### src/rtl/truth_table_sweep_v.sv
// Sweeps a 3-input gate over all eight input indices and captures its truth table.
// Optional TRUTH_SWEEP_PARITY_EN adds o_tt_par, the XOR of the captured table.
module truth_table_sweep_v (
   input  logic       i_clk,
   input  logic       i_rst_n,
   input  logic       i_start,
   input  logic       i_all_codes,
   input  logic [1:0] i_code_sel,
   output logic       o_a,
   output logic       o_b,
   output logic       o_c,
   output logic [1:0] o_code,
   input  logic       i_f,
   output logic [7:0] o_tt,
   output logic [1:0] o_tt_code,
   output logic       o_tt_valid,
   input  logic       i_tt_ready,
`ifdef TRUTH_SWEEP_PARITY_EN
   output logic       o_tt_par,
`endif
   output logic       o_busy,
   output logic       o_done
);

   typedef enum logic [1:0] {
      IDLE    = 2'd0,
      SWEEP   = 2'd1,
      PRESENT = 2'd2,
      DONE    = 2'd3
   } state_t;

   state_t     state_q;
   logic [2:0] idx_q;
   logic [1:0] code_q;
   logic       all_q;
   logic [7:0] tt_q;
   logic [7:0] tt_d;
   logic [1:0] tt_code_q;
   logic       valid_q;
   logic       busy_q;
   logic       done_q;
   logic       last_idx;
   logic       more_codes;
`ifdef TRUTH_SWEEP_PARITY_EN
   logic       par_q;
`endif

   // Table with the current gate result merged in at the current index.
   always_comb begin
      tt_d        = tt_q;
      tt_d[idx_q] = i_f;
   end

   assign last_idx   = (idx_q == 3'd7);
   assign more_codes = all_q && (code_q != 2'd3);

   always_ff @(posedge i_clk or negedge i_rst_n) begin
      if (!i_rst_n) begin
         state_q   <= IDLE;
         idx_q     <= 3'd0;
         code_q    <= 2'd0;
         all_q     <= 1'b0;
         tt_q      <= 8'h00;
         tt_code_q <= 2'd0;
         valid_q   <= 1'b0;
         busy_q    <= 1'b0;
         done_q    <= 1'b0;
`ifdef TRUTH_SWEEP_PARITY_EN
         par_q     <= 1'b0;
`endif
      end else begin
         done_q <= 1'b0;
         unique case (state_q)
            IDLE: begin
               if (i_start) begin
                  all_q   <= i_all_codes;
                  code_q  <= i_all_codes ? 2'd0 : i_code_sel;
                  idx_q   <= 3'd0;
                  busy_q  <= 1'b1;
                  state_q <= SWEEP;
               end
            end
            SWEEP: begin
               tt_q <= tt_d;
               if (last_idx) begin
                  idx_q     <= 3'd0;
                  tt_code_q <= code_q;
                  valid_q   <= 1'b1;
`ifdef TRUTH_SWEEP_PARITY_EN
                  par_q     <= ^tt_d;
`endif
                  state_q   <= PRESENT;
               end else begin
                  idx_q <= idx_q + 3'd1;
               end
            end
            PRESENT: begin
               if (i_tt_ready) begin
                  valid_q <= 1'b0;
                  if (more_codes) begin
                     code_q  <= code_q + 2'd1;
                     state_q <= SWEEP;
                  end else begin
                     done_q  <= 1'b1;
                     state_q <= DONE;
                  end
               end
            end
            DONE: begin
               busy_q  <= 1'b0;
               state_q <= IDLE;
            end
            default: state_q <= IDLE;
         endcase
      end
   end

   // idx_q only leaves zero while sweeping, so this is the stimulus directly.
   assign {o_a, o_b, o_c} = idx_q;
   assign o_code     = code_q;
   assign o_tt       = tt_q;
   assign o_tt_code  = tt_code_q;
   assign o_tt_valid = valid_q;
   assign o_busy     = busy_q;
   assign o_done     = done_q;
`ifdef TRUTH_SWEEP_PARITY_EN
   assign o_tt_par   = par_q;
`endif

endmodule

### config.mk
export PLATFORM = sky130hd
export DESIGN_NAME = truth_table_sweep_v
export DESIGN_NICKNAME = d
export VERILOG_FILES = /design/src/rtl/truth_table_sweep_v.sv
export SDC_FILE = /design/constraint.sdc
export NUM_CORES = 1
export LEC_CHECK = 0
export CORE_ASPECT_RATIO = 1.2
export CORE_UTILIZATION = 30
export DETAILED_ROUTE_END_ITERATION = 16
export DONT_BUFFER_PORTS = 1
export SLEW_MARGIN = 30
export SYNTH_ARGS = -nofsm -noshare
export SYNTH_HDL_FRONTEND = slang
export SYNTH_SLANG_ARGS = --single-unit
### constraint.sdc
create_clock -name i_clk -period 1.4 [get_ports i_clk]
set_input_delay 0.28 -clock i_clk [delete_from_list [all_inputs] [get_ports i_clk]]
set_output_delay 0.28 -clock i_clk [all_outputs]
set_load 0.1 [all_outputs]
==> results by group, run 1 <==
STA
  – Final Hold Vio Count: 0
  – Crit share post-route: 104.9%
  – Min Tclk post-route: 1.469 ns
  – Final hold slack: 0.1118 ns
  – Setup Skew: 0.006052 ns
  – Final WS setup: -0.06891 ns
  – Pins Over Slew Limit: 0
  – Slew headroom: 68.37%
  – Setup violators final: 2
  – Peak Freq: 680.8 MHz
  – Least-Margin Pin Slew: 0.4745 ns
  – RSZ-0062 raised after global routing: yes

Die
  – Initial core utilization: 32.54%
  – I/O Pins: 26
  – Core Region: 0.003138 sq mm
  – Die width: 55.26 um
  – Die area: 0.003642 sq mm
  – Die Y-Extent: 65.91 um
  – Row cnt: 22

Critical path
  – Critical path class: reg -> reg
  – Arr. time, crit path: 1.67 ns
  – Delay-heaviest family, CP: flip-flops
  – Worst Setup End Kind: flop
  – CP bufs+invs: 0
  – Worst path required time: 1.60 ns
  – Biggest cell delay along the critical path: 0.51 ns
  – Crit-path max FO: 2
  – CP max-delay cell: dfrtp_4
  – CP Launch Type: flop
  – Critical path cell sequence: ha_4 > nand4b_1 > a21oi_2 > mux2_4

Detailed routing
  – DRC Markers: 0
  – DR pass1 iterations: 3
  – Post-DR vias/cell: 5.007
  – Routed vias: 741
  – Routed len/inst: 14.40 um
  – Iter 0 DRT Violations: 4
  – Routed wire length: 2131 um
  – Post-route ant nets: 0

Global routing
  – Total GRT Usage: 12.52%
  – Initial antenna violation count: 0
  – Number of global-route vias before repair: 780
  – Largest net degree at the start of global routing: 22
  – First-pass GRT wire length: 3643 um
  – Gr ovfl total: 0

Clocking
  – CTS Root Cell: clkbuf_4
  – CTS tree: yes
  – # H-tree levels: 1
  – Clock Pin Slew Worst Setup and Hold Paths: 0.12 ns
  – Clock Path Buffers: 2
  – Num CTS Buffers: 3
  – Clk Latency, worst-skew pair: 0.31 ns
  – Sinks on Clock Net: 21

Cells and area
  – Ant diodes: 0
  – Commonest non-fill, non-tap cell in the layout: dfrtp_1
  – FILL cells: 285
  – Most frequent cells in the layout: dfrtp_1, buf_4, buf_12
  – Area Growth Syn to Fin: 52.94%
  – Share of cells above drive strength 1: 58.04%
  – Final nets: 124

Run
  – Max-cap violations: 0

Outcome
  – Failing checks: setup timing
  – Status: complete, but fails checks

Place
  – Final estimated routing congestion in global placement: 0.6874
  – Port bufs: 0
  – Detail Placement HPWL: 1568 um

Synthesis
  – Seq cells post-synth: 21
  – EDFF count, synth: 0
  – Mapped Cells: 82
  – Net Count, Synth: 93
  – Main synth FF type: dfrtp_1
  – Sequential area share after synthesis: 51.47%
  – Syn_area_per_cell: 12.45 sq um
  – Warnings from Yosys: 0
  – Async SR Flop Fraction: 100.0%
  – Largest area contributor in the netlist: dfrtp_1
  – Synth top area cells: dfrtp_1, mux2_2, ha_1
  – Share of the synthesized area in the top cell type: 51.47%
  – Synthesized area: 0.001021 sq mm
  – Distinct cells, synth: 31

Min path
  – Worst Hold Class: in -> reg
[worst paths after layout]
check | depth (start not counted) | to | slack [ns] | from
hold reg to reg | 1 | o_tt_code[1]$_DFFE_PN0P_ | 0.54 | o_tt_code[1]$_DFFE_PN0P_
hold / removal | 1 | o_tt[2]$_DFFE_PN0P_ | 0.11 | i_f
max in group asynchronous | 2 | o_code[1]$_DFFE_PN0P_ | 0.58 | i_rst_n
setup reg to reg | 4 | o_code[0]$_DFFE_PN0P_ | -0.07 | o_code[1]$_DFFE_PN0P_
setup / recovery | 4 | o_code[0]$_DFFE_PN0P_ | -0.07 | o_code[1]$_DFFE_PN0P_
min in group asynchronous | 2 | o_tt[2]$_DFFE_PN0P_ | 0.44 | i_rst_n
[registers in the layout (all words and copies together) (netlist names)]
name and count:
all_q 1, state_q 2, o_busy 1, o_tt 8, o_code 2, o_done 1, o_tt_code 2, o_tt_valid 1
idx_q 3
[cell usage after synthesis, drive strengths merged (2+ instances only)]
cell,n
buf,4
nand2b,2
nor2,3
ha,3
a22o,3
nand3b,3
nor3,2
nor3b,4
mux2,12
o21ai,3
a21oi,5
inv,4
nand2,3
dfrtp,21
[per-layer routing]
metal	GRT usage [%]	up-vias	part of all wire (%)
met5	0	-	0
li1	-	355	-
met3	3.131	2	6.1
met1	15.21	359	43
met4	4.688	0	0.94
met2	21.39	25	50
[through the flow]
stage | std cells | util, % | TNS (ns) | area, sq um | setup slack [ns]
final | 148 | 49.76 | -0.08051 | 1562 | -0.06891
after global routing | 148 | 49.76 | -0.1985 | 1562 | -0.1017
after CTS | 143 | 47.53 | -0.1126 | 1491 | -0.07685
after detailed placement | 135 | 44.90 | -0.05683 | 1409 | -0.05683
after global placement | 135 | 44.90 | -0.03338 | 1409 | -0.03338
after floorplan | 82 | - | -0.7009 | 1135 | -0.2072
[layout make-up]
class                           count  area [sq um]  area share [%]
Multi-Input combinational cell     53         560.5           35.90
Sequential cell                    21         545.5           34.94
Timing Repair Buffer               30         369.1           23.64
Tap cell                           36         45.04           2.885
Clock buffer                        4         26.28           1.683
Inverter                            4         15.01          0.9615
[kinds of logic (layout without fill, tap and decap cells)]
| group | Yosys count | in the layout | share of synthesized area (%) |
|---|---|---|---|
| and+or+nand+nor | 23 | 23 | 16.91 |
| DFF | 21 | 21 | 51.47 |
| AOI/OAI and AO/OA | 14 | 14 | 9.191 |
| muxes | 13 | 13 | 14.22 |
| buffers and inverters | 8 | 38 | 4.533 |
| adders and majority gates | 3 | 3 | 3.677 |
[repair_timing]
action / 4_1_cts / 5_1_grt
hold buffers: 1 / 1
endpoints found under the hold margin: 21 / 21
endpoints found under the setup margin: 7 / 9
pin swaps: 1 / 4
buffers inserted: 3 / 4
resized for setup: 6 / 9
Power of run 1 is not shown: default switching activity piles up to over one toggle a cycle in this logic, so the estimate is an artifact.
==> run 2: changes to the inputs <==
--- a/config.mk
+++ b/config.mk
@@ -7,8 +7,10 @@
 export LEC_CHECK = 0
 export CORE_ASPECT_RATIO = 1.2
 export CORE_UTILIZATION = 30
+export CTS_CLUSTER_SIZE = 10
 export DETAILED_ROUTE_END_ITERATION = 16
 export DONT_BUFFER_PORTS = 1
+export GPL_TIMING_DRIVEN = 1
 export SLEW_MARGIN = 30
 export SYNTH_ARGS = -nofsm -noshare
 export SYNTH_HDL_FRONTEND = slang
==> results of run 2 <==
Final layout, timing and power as in run 1 (identical DEF).
Power of run 2 is left out for the same reason.
==> run 3: changes to the inputs <==
--- a/config.mk
+++ b/config.mk
@@ -5,6 +5,7 @@
 export SDC_FILE = /design/constraint.sdc
 export NUM_CORES = 1
 export LEC_CHECK = 0
+export ABC_AREA = 1
 export CORE_ASPECT_RATIO = 1.2
 export CORE_UTILIZATION = 30
 export CTS_CLUSTER_SIZE = 10
==> results by group, run 3 <==
Cells and area
  – FF+latch area: 536.8 sq um (was 545.5 sq um)
  – Most frequent cells in the layout: nand2_1, buf_4, dfrtp_1 (was dfrtp_1, buf_4, buf_12)
  – Ant diodes: 0 (unchanged)
  – Non-Filler Instances: 183 (was 148)
  – Commonest non-fill, non-tap cell in the layout: nand2_1 (was dfrtp_1)
  – Area Growth Syn to Fin: 24.07% (was 52.94%)
  – Final nets: 158 (was 124)
  – Max reg flops: 8 (unchanged)
  – FILL cells: 351 (was 285)
  – Area occupied by multi-input gates: 476.7 sq um (was 560.5 sq um)
  – Share of cells above drive strength 1: 29.45% (was 58.04%)

Critical path
  – Worst path required time: 1.12 ns (was 1.60 ns)
  – Worst Setup End Kind: output port (was flop)
  – CP bufs+invs: 1 (was 0)
  – Critical path class: reg -> out (was reg -> reg)
  – Crit-path max FO: 6 (was 2)
  – Arr. time, crit path: 1.06 ns (was 1.67 ns)
  – Delay-heaviest family, CP: flip-flops (unchanged)
  – CP Launch Type: flop (unchanged)
  – CP max-delay cell: dfrtp_4 (unchanged)
  – Critical path cell sequence: buf_4 (was ha_4 > nand4b_1 > a21oi_2 > mux2_4)
  – Biggest cell delay along the critical path: 0.48 ns (was 0.51 ns)

STA
  – Crit share post-route: 95.42% (was 104.9%)
  – Slew headroom: 67.84% (was 68.37%)
  – Least-Margin Pin Slew: 0.4825 ns (was 0.4745 ns)
  – Final hold slack: -0.03035 ns (was 0.1118 ns)
  – Setup Skew: 0.001602 ns (was 0.006052 ns)
  – Pins Over Slew Limit: 0 (unchanged)
  – RSZ-0062 raised after global routing: no (was yes)
  – Min Tclk post-route: 1.336 ns (was 1.469 ns)
  – Setup violators final: 0 (was 2)
  – Final Hold Vio Count: 21 (was 0)
  – Peak Freq: 748.6 MHz (was 680.8 MHz)
  – Final setup TNS: 0 ns (was -0.08051 ns)

Min path
  – Worst Hold Class: in -> async (was in -> reg)

Die
  – Initial core utilization: 31.30% (was 32.54%)
  – Die width: 55.87 um (was 55.26 um)
  – I/O Pins: 26 (unchanged)
  – Core Region: 0.003338 sq mm (was 0.003138 sq mm)
  – Row cnt: 23 (was 22)
  – Die area: 0.003723 sq mm (was 0.003642 sq mm)
  – Die Y-Extent: 66.65 um (was 65.91 um)

Synthesis
  – Warnings from Yosys: 0 (unchanged)
  – Main synth FF type: dfrtp_1 (unchanged)
  – Top cells by count, synth: nand2_1, dfrtp_1, o21ai_1 (was dfrtp_1, mux2_2, a21oi_1)
  – Sequential area share after synthesis: 50.30% (was 51.47%)
  – Largest area contributor in the netlist: dfrtp_1 (unchanged)
  – EDFF count, synth: 0 (unchanged)
  – Async SR Flop Fraction: 100.0% (unchanged)
  – Synth top area cells: dfrtp_1, nand2_1, o21ai_1 (was dfrtp_1, mux2_2, ha_1)
  – Syn_area_per_cell: 8.425 sq um (was 12.45 sq um)
  – Distinct cells, synth: 20 (was 31)
  – Share of the synthesized area in the top cell type: 50.30% (was 51.47%)
  – Seq cells post-synth: 21 (unchanged)
  – Mapped Cells: 124 (was 82)
  – Synthesized area: 0.001045 sq mm (was 0.001021 sq mm)
  – Most frequent cell after synthesis: nand2_1 (was dfrtp_1)
  – Net Count, Synth: 135 (was 93)

Clocking
  – # H-tree levels: 1 (unchanged)
  – Clock Pin Slew Worst Setup and Hold Paths: 0.08 ns (was 0.12 ns)
  – Sinks on Clock Net: 21 (unchanged)
  – Postcts setup bufs: 0 (was 3)
  – CTS tree: yes (unchanged)
  – CTS Root Cell: clkbuf_8 (was clkbuf_4)
  – Clock Path Buffers: 2 (unchanged)
  – Num CTS Buffers: 3 (unchanged)
  – Clk Latency, worst-skew pair: 0.26 ns (was 0.31 ns)

Detailed routing
  – Routed vias: 860 (was 741)
  – Post-DR vias/cell: 4.699 (was 5.007)
  – DRC Markers: 0 (unchanged)
  – DR pass1 iterations: 4 (was 3)
  – Routed len/inst: 11.36 um (was 14.40 um)
  – Post-route ant nets: 0 (unchanged)
  – Routed wire length: 2079 um (was 2131 um)
  – Iter 0 DRT Violations: 32 (was 4)

Global routing
  – Gr ovfl total: 0 (unchanged)
  – First-pass GRT wire length: 3657 um (was 3643 um)
  – Largest net degree at the start of global routing: 22 (unchanged)
  – Number of global-route vias before repair: 835 (was 780)
  – Total GRT Usage: 12.78% (was 12.52%)
  – Initial antenna violation count: 0 (unchanged)

Place
  – Port bufs: 0 (unchanged)
  – Dpl cells: 178 (was 135)
  – Detail Placement HPWL: 1623 um (was 1568 um)
  – Final estimated routing congestion in global placement: 0.7909 (was 0.6874)

Outcome
  – Status: complete, but fails checks (unchanged)
  – Failing checks: hold timing (was setup timing)

Run
  – Max-cap violations: 0 (unchanged)
run 3: changes by cell type after synthesis, sizes merged, moves of 4 or more:
cell | before | now
nand2 | 3 | 47
o21ai | 3 | 15
nor2 | 3 | 14
nor3b | 4 | 0
a21oi | 5 | 0
nand3 | 1 | 8
mux2 | 12 | 0
inv | 4 | 12
run 3: cell families after synthesis:
| group | after synthesis | synth area share [%] |
|---|---|---|
| flops | 21 | 50.30 |
| buf+inv | 13 | 5.509 |
| fa+ha+maj | 3 | 3.593 |
| simple gates | 70 | 31.74 |
| compound gates | 17 | 8.862 |
run 3: final timing paths:
check	start	endpoint	slack, ns	cells past startpoint
max	idx_q[0]$_DFFE_PN0P_	o_c	0.06	1
min	i_rst_n	o_tt[5]$_DFFE_PN0P_	-0.03	1
max reg2reg	idx_q[0]$_DFFE_PN0P_	state_q[1]$_DFFE_PN0P_	0.11	6
min reg2reg	all_q$_DFFE_PN0P_	all_q$_DFFE_PN0P_	0.48	2
max in group asynchronous	i_rst_n	idx_q[0]$_DFFE_PN0P_	1.07	1
min in group i_clk	i_all_codes	all_q$_DFFE_PN0P_	0.16	2
run 3: layout make-up:
type	count	share of cell area, %
Sequential cell	21	41.41
Multi-Input combinational cell	90	36.78
Timing Repair Buffer	19	10.81
Inverter	12	3.861
Tap cell	37	3.571
Clock buffer	3	3.185
Clock inverter	1	0.3861
run 3: metal layers:
layer | part of all wire, % | wire length [um] | vias to the layer above | global-route usage [%]
li1 | - | - | 440 | -
met1 | 47 | 981 | 389 | 15.66
met2 | 45 | 944 | 27 | 21.69
met3 | 5.9 | 123 | 4 | 2.913
met4 | 1.4 | 29 | 0 | 5.488
met5 | 0 | 0 | - | 0
run 3: what timing repair did:
item,CTS,global route
hold buffers,1,0
endpoints found under the setup margin,0,0
hold endpoints to repair,21,0
resized for setup,0,0
run 3: metrics by stage:
step                      instance area [sq um]  setup slack, ns  utilization, %
after global placement                     1245           0.1581           37.29
after floorplan                            1071         0.007976               -
final                                      1296          0.06408           38.83
after global routing                       1296          0.02590           38.83
after CTS                                  1301          0.01309           38.98
after detailed placement                   1245           0.1304           37.29
Power of run 3 is left out for the same reason.
